### config.mk
export PLATFORM = sky130hd
export DESIGN_NAME = matmul_result_collector
export DESIGN_NICKNAME = d
export VERILOG_FILES = /design/src/rtl/matmul_pkg.sv /design/src/rtl/bias_sat_add.sv /design/src/rtl/matmul_result_collector.sv
export SDC_FILE = /design/constraint.sdc
export NUM_CORES = 1
export LEC_CHECK = 0
export CORE_MARGIN = 10
export CORE_UTILIZATION = 40
export CTS_CLUSTER_SIZE = 8
export DETAILED_ROUTE_END_ITERATION = 16
export GPL_TIMING_DRIVEN = 1
export SYNTH_ARGS = -nofsm -noshare
export SYNTH_HDL_FRONTEND = slang
export SYNTH_SLANG_ARGS = --single-unit
### constraint.sdc
create_clock -name clk -period 8.8 [get_ports clk]
set_clock_uncertainty 0.05 [all_clocks]
set_input_delay 1.76 -clock clk [delete_from_list [all_inputs] [get_ports clk]]
set_output_delay 1.76 -clock clk [all_outputs]
set_load 0.005 [all_outputs]
### src/rtl/matmul_pkg.sv
// Shared definitions for the matmul result collector: word-format defaults,
// collector state encoding and the saturation limits of the default format.
package matmul_pkg;

  localparam int DATA_WIDTH_DEF = 16;
  localparam int FRAC_WIDTH_DEF = 8;

  localparam logic [1:0] ST_IDLE    = 2'd0;
  localparam logic [1:0] ST_COLLECT = 2'd1;
  localparam logic [1:0] ST_DRAIN   = 2'd2;

  localparam logic [DATA_WIDTH_DEF-1:0] SAT_MAX_DEF = 16'h7FFF;
  localparam logic [DATA_WIDTH_DEF-1:0] SAT_MIN_DEF = 16'h8000;

endpackage

### src/rtl/bias_sat_add.sv
// Combinational bias add with signed saturation to DATA_WIDTH bits.
// Optional ReLU on the result when MATMUL_COLLECTOR_RELU_EN is defined.
module bias_sat_add
  import matmul_pkg::*;
#(
  parameter int DATA_WIDTH = DATA_WIDTH_DEF
) (
  input  logic [DATA_WIDTH-1:0] a_i,
  input  logic [DATA_WIDTH-1:0] b_i,
  output logic [DATA_WIDTH-1:0] y_o
);

  logic [DATA_WIDTH:0]   sum;
  logic [DATA_WIDTH-1:0] sat;

  // NOTE: combinational logic uses blocking '=' and assigns every output on every path, so no latch is inferred.
  always_comb begin
    sum = {a_i[DATA_WIDTH-1], a_i} + {b_i[DATA_WIDTH-1], b_i};
    // The two top bits of the widened sum disagree exactly when the true result overflowed.
    if (sum[DATA_WIDTH] != sum[DATA_WIDTH-1]) begin
      sat = sum[DATA_WIDTH] ? {1'b1, {(DATA_WIDTH-1){1'b0}}} : {1'b0, {(DATA_WIDTH-1){1'b1}}};
    end else begin
      sat = sum[DATA_WIDTH-1:0];
    end
`ifdef MATMUL_COLLECTOR_RELU_EN
    y_o = sat[DATA_WIDTH-1] ? '0 : sat;
`else
    y_o = sat;
`endif
  end

endmodule

### src/rtl/matmul_result_collector.sv
// Collects an MxN result matrix from the systolic array, then drains it row-major
// with per-column bias and saturation. Optional ReLU: define MATMUL_COLLECTOR_RELU_EN.
module matmul_result_collector
  import matmul_pkg::*;
#(
  parameter int DATA_WIDTH = DATA_WIDTH_DEF,
  parameter int FRAC_WIDTH = FRAC_WIDTH_DEF,
  parameter int M          = 4,
  parameter int N          = 2
) (
  input  logic                  clk,
  input  logic                  rst_n,
  input  logic [DATA_WIDTH-1:0] c_data,
  input  logic [$clog2(M)-1:0]  c_row,
  input  logic [$clog2(N)-1:0]  c_col,
  input  logic                  c_valid,
  input  logic                  done,
  input  logic [DATA_WIDTH-1:0] bias_data,
  input  logic [$clog2(N)-1:0]  bias_col,
  input  logic                  bias_valid,
  output logic [DATA_WIDTH-1:0] out_data,
  output logic [$clog2(M)-1:0]  out_row,
  output logic [$clog2(N)-1:0]  out_col,
  output logic                  out_valid,
  input  logic                  out_ready,
  output logic                  out_last,
  output logic                  busy,
  output logic                  overrun
);

  localparam int RW    = $clog2(M);
  localparam int CW    = $clog2(N);
  localparam int TOTAL = M * N;
  localparam int NW    = $clog2(TOTAL + 1);

  if (FRAC_WIDTH < 0 || FRAC_WIDTH >= DATA_WIDTH) begin : g_frac_check
    $error("FRAC_WIDTH must lie in [0, DATA_WIDTH-1]");
  end

  logic [1:0]            state_q, state_d;
  logic [NW-1:0]         count_q, count_d;
  logic [RW-1:0]         rd_row_q, rd_row_d;
  logic [CW-1:0]         rd_col_q, rd_col_d;
  logic [DATA_WIDTH-1:0] out_data_q, out_data_d;
  logic [RW-1:0]         out_row_q, out_row_d;
  logic [CW-1:0]         out_col_q, out_col_d;
  logic                  out_valid_q, out_valid_d;
  logic                  out_last_q, out_last_d;
  logic                  overrun_q, overrun_d;

  logic [DATA_WIDTH-1:0] mat_q  [M][N];
  logic [DATA_WIDTH-1:0] bias_q [N];

  logic                  wr_en, bias_en, xfer, load, finish, rd_at_end;
  logic [DATA_WIDTH-1:0] sum_y;

  assign wr_en     = c_valid && (state_q != ST_DRAIN);
  assign bias_en   = bias_valid && (state_q != ST_DRAIN);
  assign xfer      = out_valid_q && out_ready;
  // Fill the output register on DRAIN entry and after every non-final transfer.
  assign load      = (state_q == ST_DRAIN) && (!out_valid_q || (xfer && !out_last_q));
  assign finish    = (state_q == ST_DRAIN) && xfer && out_last_q;
  assign rd_at_end = (rd_row_q == RW'(M - 1)) && (rd_col_q == CW'(N - 1));

  bias_sat_add #(
    .DATA_WIDTH (DATA_WIDTH)
  ) u_bias_sat_add (
    .a_i (mat_q[rd_row_q][rd_col_q]),
    .b_i (bias_q[rd_col_q]),
    .y_o (sum_y)
  );

  always_comb begin
    state_d = state_q;
    count_d = count_q;
    case (state_q)
      ST_IDLE: begin
        if (c_valid) begin
          state_d = ST_COLLECT;
          count_d = NW'(1);
        end
      end
      ST_COLLECT: begin
        if (c_valid) begin
          count_d = count_q + NW'(1);
          if (done || (count_q == NW'(TOTAL - 1))) state_d = ST_DRAIN;
        end
      end
      ST_DRAIN: begin
        if (finish) begin
          state_d = ST_IDLE;
          count_d = '0;
        end
      end
      default: begin
        state_d = ST_IDLE;
        count_d = '0;
      end
    endcase
  end

  always_comb begin
    rd_row_d    = rd_row_q;
    rd_col_d    = rd_col_q;
    out_data_d  = out_data_q;
    out_row_d   = out_row_q;
    out_col_d   = out_col_q;
    out_valid_d = out_valid_q;
    out_last_d  = out_last_q;
    overrun_d   = overrun_q | (c_valid && (state_q == ST_DRAIN));
    if (load) begin
      out_data_d  = sum_y;
      out_row_d   = rd_row_q;
      out_col_d   = rd_col_q;
      out_valid_d = 1'b1;
      out_last_d  = rd_at_end;
      // The read pointer wraps to (0,0) after the final element, ready for the next matrix.
      if (rd_col_q == CW'(N - 1)) begin
        rd_col_d = '0;
        rd_row_d = (rd_row_q == RW'(M - 1)) ? '0 : rd_row_q + RW'(1);
      end else begin
        rd_col_d = rd_col_q + CW'(1);
      end
    end else if (finish) begin
      out_valid_d = 1'b0;
      out_last_d  = 1'b0;
    end
  end

  // NOTE: sequential state uses non-blocking '<=' so every flop samples pre-edge values.
  always_ff @(posedge clk or negedge rst_n) begin
    if (!rst_n) begin
      state_q     <= ST_IDLE;
      count_q     <= '0;
      rd_row_q    <= '0;
      rd_col_q    <= '0;
      out_data_q  <= '0;
      out_row_q   <= '0;
      out_col_q   <= '0;
      out_valid_q <= 1'b0;
      out_last_q  <= 1'b0;
      overrun_q   <= 1'b0;
    end else begin
      state_q     <= state_d;
      count_q     <= count_d;
      rd_row_q    <= rd_row_d;
      rd_col_q    <= rd_col_d;
      out_data_q  <= out_data_d;
      out_row_q   <= out_row_d;
      out_col_q   <= out_col_d;
      out_valid_q <= out_valid_d;
      out_last_q  <= out_last_d;
      overrun_q   <= overrun_d;
    end
  end

  // NOTE: the result and bias stores are flops, not RAM, because reset must clear every entry.
  always_ff @(posedge clk or negedge rst_n) begin
    if (!rst_n) begin
      for (int r = 0; r < M; r++) begin
        for (int c = 0; c < N; c++) mat_q[r][c] <= '0;
      end
      for (int c = 0; c < N; c++) bias_q[c] <= '0;
    end else begin
      if (wr_en)   mat_q[c_row][c_col] <= c_data;
      if (bias_en) bias_q[bias_col]    <= bias_data;
    end
  end

  assign out_data  = out_data_q;
  assign out_row   = out_row_q;
  assign out_col   = out_col_q;
  assign out_valid = out_valid_q;
  assign out_last  = out_last_q;
  assign busy      = (state_q != ST_IDLE);
  assign overrun   = overrun_q;

endmodule

==> summary.md, run 1 <==
The number of placement rows is 55, and the maximum cell stage delay along the critical path is 590 ps. Across all hold checks on the routed design, the worst slack comes to 410 ps. The switching power as a share of total power was 0.391; the count of warnings emitted by yosys was 0.

The number of port buffers works out to 64. Relative to the synthesized area, the layout overhead comes to 16.4%. The post-synthesis simple-gate area fraction is 0.0440. In this run the cell area of the synthesized design comes to 9270 µm². The post-synthesis async set-or-reset flop share works out to 1.00. The run gives 0.301 as the sequential power share. Internal power comes to 0.00289 W.

The power dissipated by switching net loads was 0.00185 W; the required time of the critical path was 9030 ps. The final antenna-violating net count was 0. The reported max-cap violation count came out at 0. The clock edge transition at the registers on the reported setup and hold paths is 80 ps. The via count of the first global-routing pass was 6109; the number of flops mapped to enable cells by yosys was 0. The path class of the tightest hold or removal check is reg -> reg. TritonCTS built the clock tree. For the worst-skew pair, the clock arrives at the later sink with an insertion delay of 430 ps.

The H-tree was split into 4 levels. The post-route fraction of the period consumed by the critical path is 0.505. The portion of total power attributed to the clock network is 0.166. Setup repair after global routing left no endpoint under its margin. Detailed routing inserted a total of 5671 vias.

The worst register-to-register path begins at rd_row_q[0]$_DFFE_PN0P_. After synthesis, the largest family of logic cells by area is multiplexers. The slowest stage cell on the critical path was sky130_fd_sc_hd__o21ai_1. The placed instances occupy a cell area of 10200 µm². The net count of the mapped netlist came out at 736. The startpoint identified for the worst hold timing path is overrun$_DFF_PN0_. A synthesized cell averages 13.7 µm². Static timing analysis puts the maximum clock frequency at 225 MHz. The sequential area share after synthesis was 0.516. The count of final max-slew check failures was 0; the share of total power in combinational logic was 0.533. The xor/xnor share of the synthesized area was 0.0132; the count of final hold-check violations was 0. The number of placed instances with taps included is 998, and the count of state elements after synthesis is 191. Traced cell by cell, the critical path runs through buf_4 -> mux4_2 -> mux2_2 -> ha_1 -> inv_1 -> fa_1 -> and2b_1 -> o211ai_1 -> a211oi_2 -> a311oi_2 -> o31ai_4 -> o21ai_1 -> o21ai_1. After layout, the minimum clock period comes to 4440 ps. The start point of the critical path is rd_row_q[0]$_DFFE_PN0P_.

In the final layout, flip-flops and latches occupy 4780 µm². TritonCTS buffer count: 17. The first routing iteration left 320 violations. For the worst endpoint data arrival time, the log shows 4670 ps.

The number of library cell types mapped by synthesis is 46, and the relative slew slack is 0.187. The first global-routing pass estimated 33400 µm of wire. The final routed wire length divided by cell count was 20.2 µm; the area of the die was 29700 µm². For the number of antenna violations at the first check in global routing, the log shows 3. Library cell appearing most often on the critical path: sky130_fd_sc_hd__o21ai_1. Summing all non-filler instances in the final layout gives an area of 10800 µm².

The all-layer global routing usage was 0.146. The final HPWL from detailed placement was 14000 µm; the fraction of the mapped netlist area in adder cells was 0.0265. The maximum resistive drop on vdd was 340 µV.

The logs give 4360 ps for the flop-to-flop setup slack and 0.408 for the initial cell density of the core. Die span in y: 172 µm. Summing all multi-input logic gate instances after layout gives 4290 µm². Of all nets on the critical path, the largest fanout is 36. Entering global routing, the biggest net connects 75 pins.

The worst setup path is captured at a register. The share of post-route cells with drive strength above 1 is 0.369, and the total routed wirelength is 20800 µm. The placeable core area came out at 22700 µm². In this run the count of I/O pins placed on the die edge is 65.

In this run the static leakage power is 4.54 nW. The number of buffers inserted by post-CTS setup repair was 0; the portion of netlist area occupied by mux cells was 0.312. The worst setup path is launched from a register. Synthesis handed over a netlist of 675 instances.

Routability-driven placement finished with a final weighted congestion of 0.888. The clock passes through at most 2 buffers. The number of gates given a new drive strength after cts was 0; the total setup violations reported at the end of the flow was 0. The run gives 1999 as the layout filler cell count. For the detailed-routing iteration count for the pre-antenna-repair pass, the log shows 4.

For the pin with the worst max-slew slack, the measured transition is 1220 ps. The compound-cell area share of the yosys netlist is 0.0652, and the total number of clock tree sinks is 191. For the final routed database, the setup TNS stands at 0 ps. Buffers inserted to repair hold after CTS numbered 0. The cell sitting at the root of the clock tree is a sky130_fd_sc_hd__clkbuf_16. The net count reported at finish came out at 793. The setup path with the least slack is of type reg -> reg. In the routed layout, each cell is associated on average with a via count of 5.51. The most used flip-flop cell after synthesis is sky130_fd_sc_hd__dfrtp_1. After detailed routing, the number of remaining DRC violations is 0. The die span in x is 172 µm. The flow ran to the end, and the final reports show no timing, DRC or antenna violations. The post-route non-filler standard cell count was 1030.

For this design the ratio of total power to cell area is 440 nW/µm². The run gives 0 as the number of diodes added for antenna fixing. The total overflow left after global routing is 0.
cells in the mapped netlist, types with 2 or more instances:
cell	n	share of area
sky130_fd_sc_hd__xor2_1	2	0.0019
sky130_fd_sc_hd__xnor2_1	12	0.011
sky130_fd_sc_hd__mux2_2	191	0.23
sky130_fd_sc_hd__clkbuf_1	16	0.0065
sky130_fd_sc_hd__a211oi_1	5	0.0041
sky130_fd_sc_hd__inv_1	9	0.0036
sky130_fd_sc_hd__nand2_1	44	0.018
sky130_fd_sc_hd__a21o_1	11	0.0089
sky130_fd_sc_hd__o21a_1	3	0.0024
sky130_fd_sc_hd__buf_6	4	0.0049
sky130_fd_sc_hd__mux2i_1	2	0.0022
sky130_fd_sc_hd__nor2b_1	2	0.0013
sky130_fd_sc_hd__mux4_2	32	0.078
sky130_fd_sc_hd__o211ai_1	4	0.0032
sky130_fd_sc_hd__a21boi_0	3	0.0024
sky130_fd_sc_hd__ha_1	18	0.024
sky130_fd_sc_hd__nand3b_1	4	0.0032
sky130_fd_sc_hd__o21ai_1	17	0.0092
sky130_fd_sc_hd__nor2_1	11	0.0045
sky130_fd_sc_hd__nand2b_1	3	0.0020
sky130_fd_sc_hd__and2_1	2	0.0013
sky130_fd_sc_hd__o21ai_0	17	0.0092
sky130_fd_sc_hd__buf_1	2	0.00081
sky130_fd_sc_hd__nand3_1	8	0.0043
sky130_fd_sc_hd__nor3b_2	2	0.0027
sky130_fd_sc_hd__and3_1	3	0.0020
sky130_fd_sc_hd__a21oi_1	25	0.014
sky130_fd_sc_hd__buf_2	13	0.0070
sky130_fd_sc_hd__dfrtp_1	191	0.52
sky130_fd_sc_hd__nor3_1	3	0.0016
registers in the layout, summed over array words and instances, names as in the netlist, 2 cells and up:
name      count
count_q       4
mat_q       128
out_data     16
bias_q       32
rd_row_q      2
out_row       2
state_q       2
power by group through the flow:
stage	Clock [W]	Sequential, W	Combinational, W
after floorplan	0	0.00138	0.00200
after global placement	0	0.00141	0.00246
after detailed placement	0	0.00145	0.00252
after CTS	0.000810	0.00143	0.00253
after global routing	0.000847	0.00147	0.00278
final	0.000785	0.00143	0.00253
critical path, delay by kind of cell (launching register included):
family,cells,cell delay (ps)
AOI/OAI and AO/OA,6,1790
adders and majority gates,2,410
buffers and inverters,2,640
DFF,1,340
muxes,2,860
and+or+nand+nor,1,200
placed cells by master, fill, tap and decap left out, drive strengths merged, types with 2 or more instances in the layout:
master,synthesis,final
o211ai,4,4
a211oi,6,6
clkdlybuf4s50,0,63
and3,3,3
nor2,11,11
mux4,32,32
nor3b,2,2
nor3,3,3
o31ai,2,2
nor2b,2,2
dfrtp,191,191
nand2,44,44
ha,18,18
mux2,191,191
xor2,2,2
mux2i,2,2
nand2b,3,3
o21a,3,3
o21ai,34,34
xnor2,12,12
clkbuf,17,17
and2,2,2
buf,19,11
a21oi,25,25
a21o,11,11
nand3,8,8
clkinv,0,4
inv,9,19
nand3b,4,4
a21boi,3,3
path summary, 6_finish.rpt:
path / to / depth (start not counted)
worst max-delay path: out_data[5]$_DFFE_PN0P_ / 13
worst min-delay path: overrun$_DFF_PN0_ / 1
worst max register to register: out_data[5]$_DFFE_PN0P_ / 13
worst min register to register: overrun$_DFF_PN0_ / 1
max in group asynchronous: rd_row_q[0]$_DFFE_PN0P_ / 2
min in group asynchronous: bias_q[10]$_DFFE_PN0P_ / 1
logic make-up (layout without fill, tap and decap cells):
logic type	Yosys count	count (layout)
XOR/XNOR	14	14
AO/OA/AOI/OAI	95	95
buffers and inverters	45	115
AND/OR/NAND/NOR	86	86
adder cells (fa/ha/maj)	19	19
multiplexers	225	225
flip-flops	191	191
routing by layer:
layer  track usage  routed length, µm
met5             0                 41
met4        0.0330                176
met3        0.0372                799
met2         0.259              10900
met1         0.172               8930
area by class of cell:
class / instances / area share
Sequential cell: 191 / 0.443
Multi-Input combinational cell: 439 / 0.397
Timing Repair Buffer: 74 / 0.0665
Clock buffer: 17 / 0.0394
Tap cell: 285 / 0.0331
Clock inverter: 15 / 0.0172
Inverter: 9 / 0.00313
per-stage QoR:
step                total power (W)   util  worst slack [ps]
detailed placement          0.00397  0.448              4310
global route                0.00510  0.475              3930
floorplan                   0.00338      -              4890
CTS                         0.00477  0.475              4300
global placement            0.00387  0.448              4480
finish                      0.00474  0.475              4360
Power figures use the tool's default switching activity.
==> run 2: changes to the inputs <==
==> constraint.sdc (replaced) <==
create_clock -name clk -period 3.6 [get_ports clk]
set_clock_uncertainty 0.05 [all_clocks]
set_input_delay 0.72 -clock clk [delete_from_list [all_inputs] [get_ports clk]]
set_output_delay 0.72 -clock clk [all_outputs]
set_load 0.005 [all_outputs]
==> summary.md, run 2 (synthesis gave the netlist of run 1 again) <==
The capture point of the critical path is out_data[7]$_DFFE_PN0P_. The die span in y was 172 µm (unchanged). The number of flip-flops in the largest register works out to 128 (unchanged). The detailed-routing iteration count for the pre-antenna-repair pass is 4 (unchanged). Share of the core filled with cells in the final layout: 0.491 (+0.0161). For the number of diodes added for antenna fixing, the log shows 0 (unchanged). The cell depth of the worst flop-to-flop path is 15 (+2). For the required time of the critical path, the log shows 3870 ps (-5160 ps).

The worst-path maximum fanout is 7 (-81%), and the final routed wire length divided by cell count is 20.1 µm (-0.26%). The worst setup path is captured at a register. The relative slew slack is 0.353 (+0.166), and the reported leakage power is 4.71 nW (+3.6%). The pin count of the biggest net entering global routing is 103 (+37%), and the all-layer global routing usage is 0.148 (+0.00210). The final HPWL from detailed placement came out at 14700 µm (+4.4%). The startpoint identified for the worst register-to-register timing path is rd_row_q[0]$_DFFE_PN0P_. Total via count in the routed design: 5832 (+2.8%). The total global routing overflow came out at 0 (unchanged). The startpoint type of the worst setup path was a register. Number of placed instances with taps included: 1022 (+2.4%). Counting flops per register, the top entry is mat_q.

Leaving out fill and tap cells, the most frequent cells in the layout are sky130_fd_sc_hd__mux2_2, sky130_fd_sc_hd__dfrtp_1, sky130_fd_sc_hd__clkdlybuf4s50_1. Start point of the critical path: rd_row_q[0]$_DFFE_PN0P_. The initial cell density of the core came out at 0.408 (unchanged). For the count of final hold-check violations, the log shows 0 (unchanged). The total routed wirelength was 21400 µm (+3.0%). The share of post-route cells with drive strength above 1 is 0.417 (+0.0481), and the power per cell area is 1130 nW/µm² (+160%).

The ratio of routed vias to standard cells works out to 5.48 (-0.45%). The master cell of the clock root buffer is sky130_fd_sc_hd__clkbuf_16. Clock latency of the later-clocked register in the worst-skew pair: 440 ps (about the same). The final reports fail on setup timing. The number of placement rows came out at 55 (unchanged). The final antenna-violating net count is 0 (unchanged), and the area of the die is 29700 µm² (unchanged). The run gives 0.839 (-5.4%) as the last weighted congestion value of the routability-driven placer.

The tools report the final routed DRC violation total as 0 (unchanged). The tools report the maximum resistive drop on vdd as 649 µV (+91%). The clock edge transition at the registers on the reported setup and hold paths works out to 80 ps (about the same). The initial DRC count is 368 (+15%). TritonCTS built the clock tree. The count of final max-slew check failures came out at 0 (unchanged).

The flop-to-flop setup slack was -3 ps (-4360 ps); the number of ports placed on the die boundary was 65 (unchanged). Setup repair after global routing could not meet its margin everywhere. The area added between synthesis and finish came out at 20.3%. The run gives 1064 (+3.3%) as the post-route non-filler standard cell count. In this run the critical register-to-register path is captured at out_data[7]$_DFFE_PN0P_.

The total number of clock tree sinks was 191 (unchanged); the clock period minus final worst setup slack was 3600 ps (-838 ps). The tools report the smallest setup slack after layout as -3.09 ps (-4360 ps). The critical path is of the reg -> reg type.

For the placeable core area, the log shows 22700 µm² (unchanged). The slew at the pin with the worst max-slew slack works out to 970 ps (-245 ps). The post-route fraction of the period consumed by the critical path works out to 1.00 (+0.496). The tools report the via count of the first global-routing pass as 6216 (+1.8%). For the total placed instance area, the log shows 10400 µm² (+2.0%). The reported max-cap violation count was 0 (unchanged).

The run gives 11200 µm² (+3.4%) as the final non-filler cell area. The run gives 4 (unchanged) as the deepest level of the CTS H-tree. The type of the most critical hold path was in -> async. Number of port buffers: 64 (unchanged). The logs give 0 (-3) for the number of antenna violations at the first check in global routing and 1961 (-1.9%) for the layout filler cell count. The run gives 827 (+4.3%) as the net count reported at finish. The logs give 33900 µm (+1.5%) for the wire length of the first global-routing pass and 4 (+4) for the total setup violations reported at the end of the flow. The commonest non-fill, non-tap cell in the layout is sky130_fd_sc_hd__mux2_2. The run finished, with violations left. The TritonCTS buffer count was 17 (unchanged); the die span in x was 172 µm (unchanged). The worst endpoint data arrival time is 3870 ps (-800 ps), and the highest clock frequency the design can meet is 278 MHz (+23%). The clock tree buffer depth is 2 (unchanged).
## run 2: changes by cell type in the layout (fill, tap and decap cells not counted), moves of 2 or more
| cell | previous run | this run |
|---|---|---|
| sky130_fd_sc_hd__buf_4 | 10 | 35 |
| sky130_fd_sc_hd__a21oi_1 | 25 | 18 |
| sky130_fd_sc_hd__a21oi_2 | 0 | 7 |
| sky130_fd_sc_hd__buf_12 | 0 | 4 |
| sky130_fd_sc_hd__buf_6 | 1 | 5 |
| sky130_fd_sc_hd__ha_1 | 18 | 14 |
| sky130_fd_sc_hd__clkinv_8 | 3 | 0 |
| sky130_fd_sc_hd__ha_2 | 0 | 3 |
| sky130_fd_sc_hd__clkinv_4 | 1 | 3 |
| sky130_fd_sc_hd__clkinvlp_4 | 0 | 2 |
| sky130_fd_sc_hd__inv_6 | 6 | 4 |
| sky130_fd_sc_hd__nor3b_2 | 0 | 2 |
| sky130_fd_sc_hd__nor3b_4 | 2 | 0 |
## run 2: critical path: stages, from the launching register on
cell	delay, ps
sky130_fd_sc_hd__dfrtp_2	470
sky130_fd_sc_hd__buf_12	140
sky130_fd_sc_hd__clkbuf_16	150
sky130_fd_sc_hd__mux4_2	490
sky130_fd_sc_hd__mux2_2	280
sky130_fd_sc_hd__ha_1	280
sky130_fd_sc_hd__buf_4	160
sky130_fd_sc_hd__a21o_1	150
sky130_fd_sc_hd__a21oi_1	190
sky130_fd_sc_hd__a21boi_0	160
sky130_fd_sc_hd__a311oi_2	260
sky130_fd_sc_hd__buf_4	170
sky130_fd_sc_hd__o31ai_4	70
sky130_fd_sc_hd__o21ai_2	210
sky130_fd_sc_hd__buf_4	170
sky130_fd_sc_hd__o21ai_1	70
## run 2: cell type report
class,instances,area [µm²],area share
inverters,9,33.8,0.00303
repair buffers,108,1050,0.0946
clock buffers,18,429,0.0385
flip-flops and latches,191,4780,0.429
well taps,285,357,0.0320
multi-input cells,439,4350,0.390
clock inverters,14,145,0.0130
## run 2: what timing repair did
item,4_1_cts,5_1_grt
pin swaps,2,5
gates cloned,0,3
setup endpoints to repair,2,16
resized for setup,0,29
setup buffers,1,6
hold buffers,0,0
## run 2: report_power, final
group	switching, W	internal, W
clock network	0.000873	0.000979
logic	0.00351	0.00372
registers	0.000493	0.00303
total	0.00488	0.00774
## run 2: how the worst min path moves through the flow
stage                        endpoint  slack [ps]  cells after the start
4_1_cts        bias_q[23]$_DFFE_PN0P_         370                      1
2_1_floorplan   bias_q[0]$_DFFE_PN0P_         370                      0
6_report       bias_q[23]$_DFFE_PN0P_         310                      1
5_1_grt         bias_q[7]$_DFFE_PN0P_         400                      1
3_3_place_gp        overrun$_DFF_PN0_         390                      1
3_5_place_dp        overrun$_DFF_PN0_         400                      1
## run 2: metal layers
| metal | part of all wire | routed length [µm] | GRT usage | up-vias |
|---|---|---|---|---|
| met5 | 0 | 0 | 0 | - |
| li1 | - | - | - | 2675 |
| met2 | 0.50 | 10800 | 0.247 | 100 |
| met4 | 0.013 | 273 | 0.0420 | 0 |
| met3 | 0.045 | 956 | 0.0303 | 24 |
| met1 | 0.44 | 9390 | 0.190 | 3033 |
## run 2: through the flow
step	hold WS, ps	setup WS, ps	TNS (ps)	total power, W
5_1_grt	396	-102	-1230	0.0135
3_3_place_gp	392	92.1	0	0.00985
6_report	309	-3.09	-5.80	0.0126
4_1_cts	366	22.4	0	0.0120
2_1_floorplan	374	11.6	0	0.00827
3_5_place_dp	398	-18.9	-32.6	0.0101
==> RTL edit (flow settings as in run 2) <==
Make the reset (`rst_n`) synchronous in 2 clocked blocks.
--- a/src/rtl/matmul_result_collector.sv
+++ b/src/rtl/matmul_result_collector.sv
@@ -130,3 +130,3 @@
   // NOTE: sequential state uses non-blocking '<=' so every flop samples pre-edge values.
-  always_ff @(posedge clk or negedge rst_n) begin
+  always_ff @(posedge clk) begin
     if (!rst_n) begin
@@ -157,3 +157,3 @@
   // NOTE: the result and bias stores are flops, not RAM, because reset must clear every entry.
-  always_ff @(posedge clk or negedge rst_n) begin
+  always_ff @(posedge clk) begin
     if (!rst_n) begin
Formal check against the unedited RTL: differs if rst_n is asserted again (counterexample within 4 cycles, from zero or initial values and one cycle with rst_n low); with rst_n held inactive, the same outputs for 4 cycles.
==> RTL edit against run 2 <==
- final area rose by 2.5%
- sequential cell count rose by 3
- via count up 0.57%
- critical path type unchanged
- worst setup slack gained 0.12 ns
- area after synthesis increased by 1.4%
- cell count rose by 5.3%
- critical endpoint is now out_data[1]
- routed wire length increased by 4.6%
Power is not compared: it rests on default switching activity, and its combinational part moved more than twofold at a synthesized area within 25%.
==> RTL edit: results (changes against run 2) <==
* Status: complete, no violations
* Router iterations before antenna repair at 5 (+1)
* Placed inst area at 10640 um^2 (+2.5%)
* CTS hold repair buffers at 0 (unchanged)
* Distinct cells, synth at 54 (+17%)
* IO Port Bufs at 64 (unchanged)
* DR vias at 5865 (+0.57%)
* Post-synth EDFFs at 160 (+160)
* IR Drop Worst-Case VDD at 0.0003014 V
* Final count of hold timing violations at 0 (unchanged)
* Most frequent cells after synthesis: and2_1, edfxtp_1, dfxtp_1
* Layout cell share with drive strength beyond 1 at 22.22% (-19 points)
* Main synth FF type: edfxtp_1
* TNS Setup at 0 ns (+0.005804 ns)
* Max FO, Critical Path at 8 (+1)
* Sequential-to-total area share from yosys stat at 58.38% (+6.8 points)
* Initial detailed-routing violation count at 491 (+33%)
* Post-synthesis mux area share at 12.12% (-19 points)
* FILL cells at 2071 (+5.6%)
* Vias per inst at 5.237 (-4.5%)
* WP data arrival at 3.74 ns (-0.13 ns)
* Pin count of the biggest net entering global routing at 44 (-57%)
* Final setup viols at 0 (-4)
* Antenna diodes at 0 (unchanged)
* Synth top area share at 51.13% (-0.44 points)
* Dpl ws at 0.006992 ns (+0.02589 ns)
* Worst-path clk slew at 0.07 ns
* CTS Buf Count at 17 (unchanged)
* Top area cells in the synthesized netlist: edfxtp_1, and2_1, mux4_2
* Post-Synth XOR/XNOR Area at 1.212% (-0.11 points)
* Mapped Cells at 692 (+2.5%)
* WHS at 0.4191 ns (+0.1100 ns)
* # nets final at 850 (+2.8%)
* Htree depth at 4 (unchanged)
* Synth Warn # at 0 (unchanged)
* Compound-Gate Fraction of Synth Area at 6.471% (-0.049 points)
* Vias in the first global route at 6141 (-1.2%)
* Max clock buf depth at 2 (unchanged)
* Number of flip-flops in the largest register at 128 (unchanged)
* # Post-CTS Setup Buffers at 0 (-1)
* Switching power at 1.234 mW
* Pleak at 4.205 nW
* Cts repair resizes at 1 (+1)
* Tot GR Track Use at 14.89% (+0.12 points)
* Post-synthesis adder-cell area fraction at 4.341% (+1.7 points)
* Mapped Nets at 754 (+2.4%)
* Minimum clock period at 3.486 ns (-0.1169 ns)
* R2R Setup Slk at 0.11 ns (+0.12 ns)
* Ys async rst share at 0% (-100 points)
* Inst Count DP at 1081 (+5.8%)
* Placer Congestion at 0.8512 (+1.4%)
* Dpl hpwl at 14750 um (+0.60%)
* Antenna violations before repair at 0 (unchanged)
* Worst hold-check path type: register to register
* Most flops, register: mat_q
* WL final at 22430 um (+4.6%)
* Tightest Pin Transition at 0.5633 ns (-0.4068 ns)
* Worst-Skew Late Latency at 0.44 ns (about the same)
* First-pass GRT wire length at 35090 um (+3.5%)
## RTL edit: changes by cell type after synthesis, sizes merged, moves of 7 or more
cell	run 2	this run
xor2	2	9
dfxtp	0	34
edfxtp	0	160
nand2	44	10
dfrtp	191	0
maj3	0	14
mux2	191	30
buf	19	10
nor2b	2	11
and2	2	165
xnor2	12	4
clkbuf	17	27
## RTL edit: worst paths after layout
check | end | start | cells past startpoint
max | out_data[1] | register | 11
min | overrun | overrun | 1
max reg2reg | out_data[1] | register | 11
min reg2reg | overrun | overrun | 1
## RTL edit: area by class of cell
type | instances | area [um^2] | share of cell area, %
timing repair buffer | 113 | 1081 | 9.453
clock inverter | 15 | 168.9 | 1.477
sequential | 194 | 5489 | 48.00
tap | 319 | 399.1 | 3.490
multi-input combinational | 453 | 3839 | 33.57
inverter | 9 | 33.78 | 0.2954
clock buffer | 17 | 425.4 | 3.720
## RTL edit: metal layers
metal	wire (um)	GRT usage [%]	vias up
met5	0	0	-
met4	493	4.995	0
met3	984	2.941	38
met2	11440	26.01	162
met1	9509	17.99	2919
li1	-	-	2746
## RTL edit: power by group through the flow
stage	registers, mW	logic (mW)	clock network [mW]
final	2.55	0.601	1.93
after global routing	2.56	0.653	2.06
after CTS	2.55	0.574	1.97
after detailed placement	2.60	0.562	0
after global placement	2.60	0.544	0
after floorplan	2.59	0.349	0
## RTL edit: worst max-delay path, cell delays in order (launching register included)
cell	delay, ns
dfxtp_4	0.41
clkbuf_16	0.17
mux4_2	0.49
mux2_2	0.31
ha_4	0.22
and3_4	0.18
a2111oi_4	0.45
o211ai_2	0.17
or4_4	0.48
nand3_4	0.14
maj3_2	0.22
a21oi_1	0.06
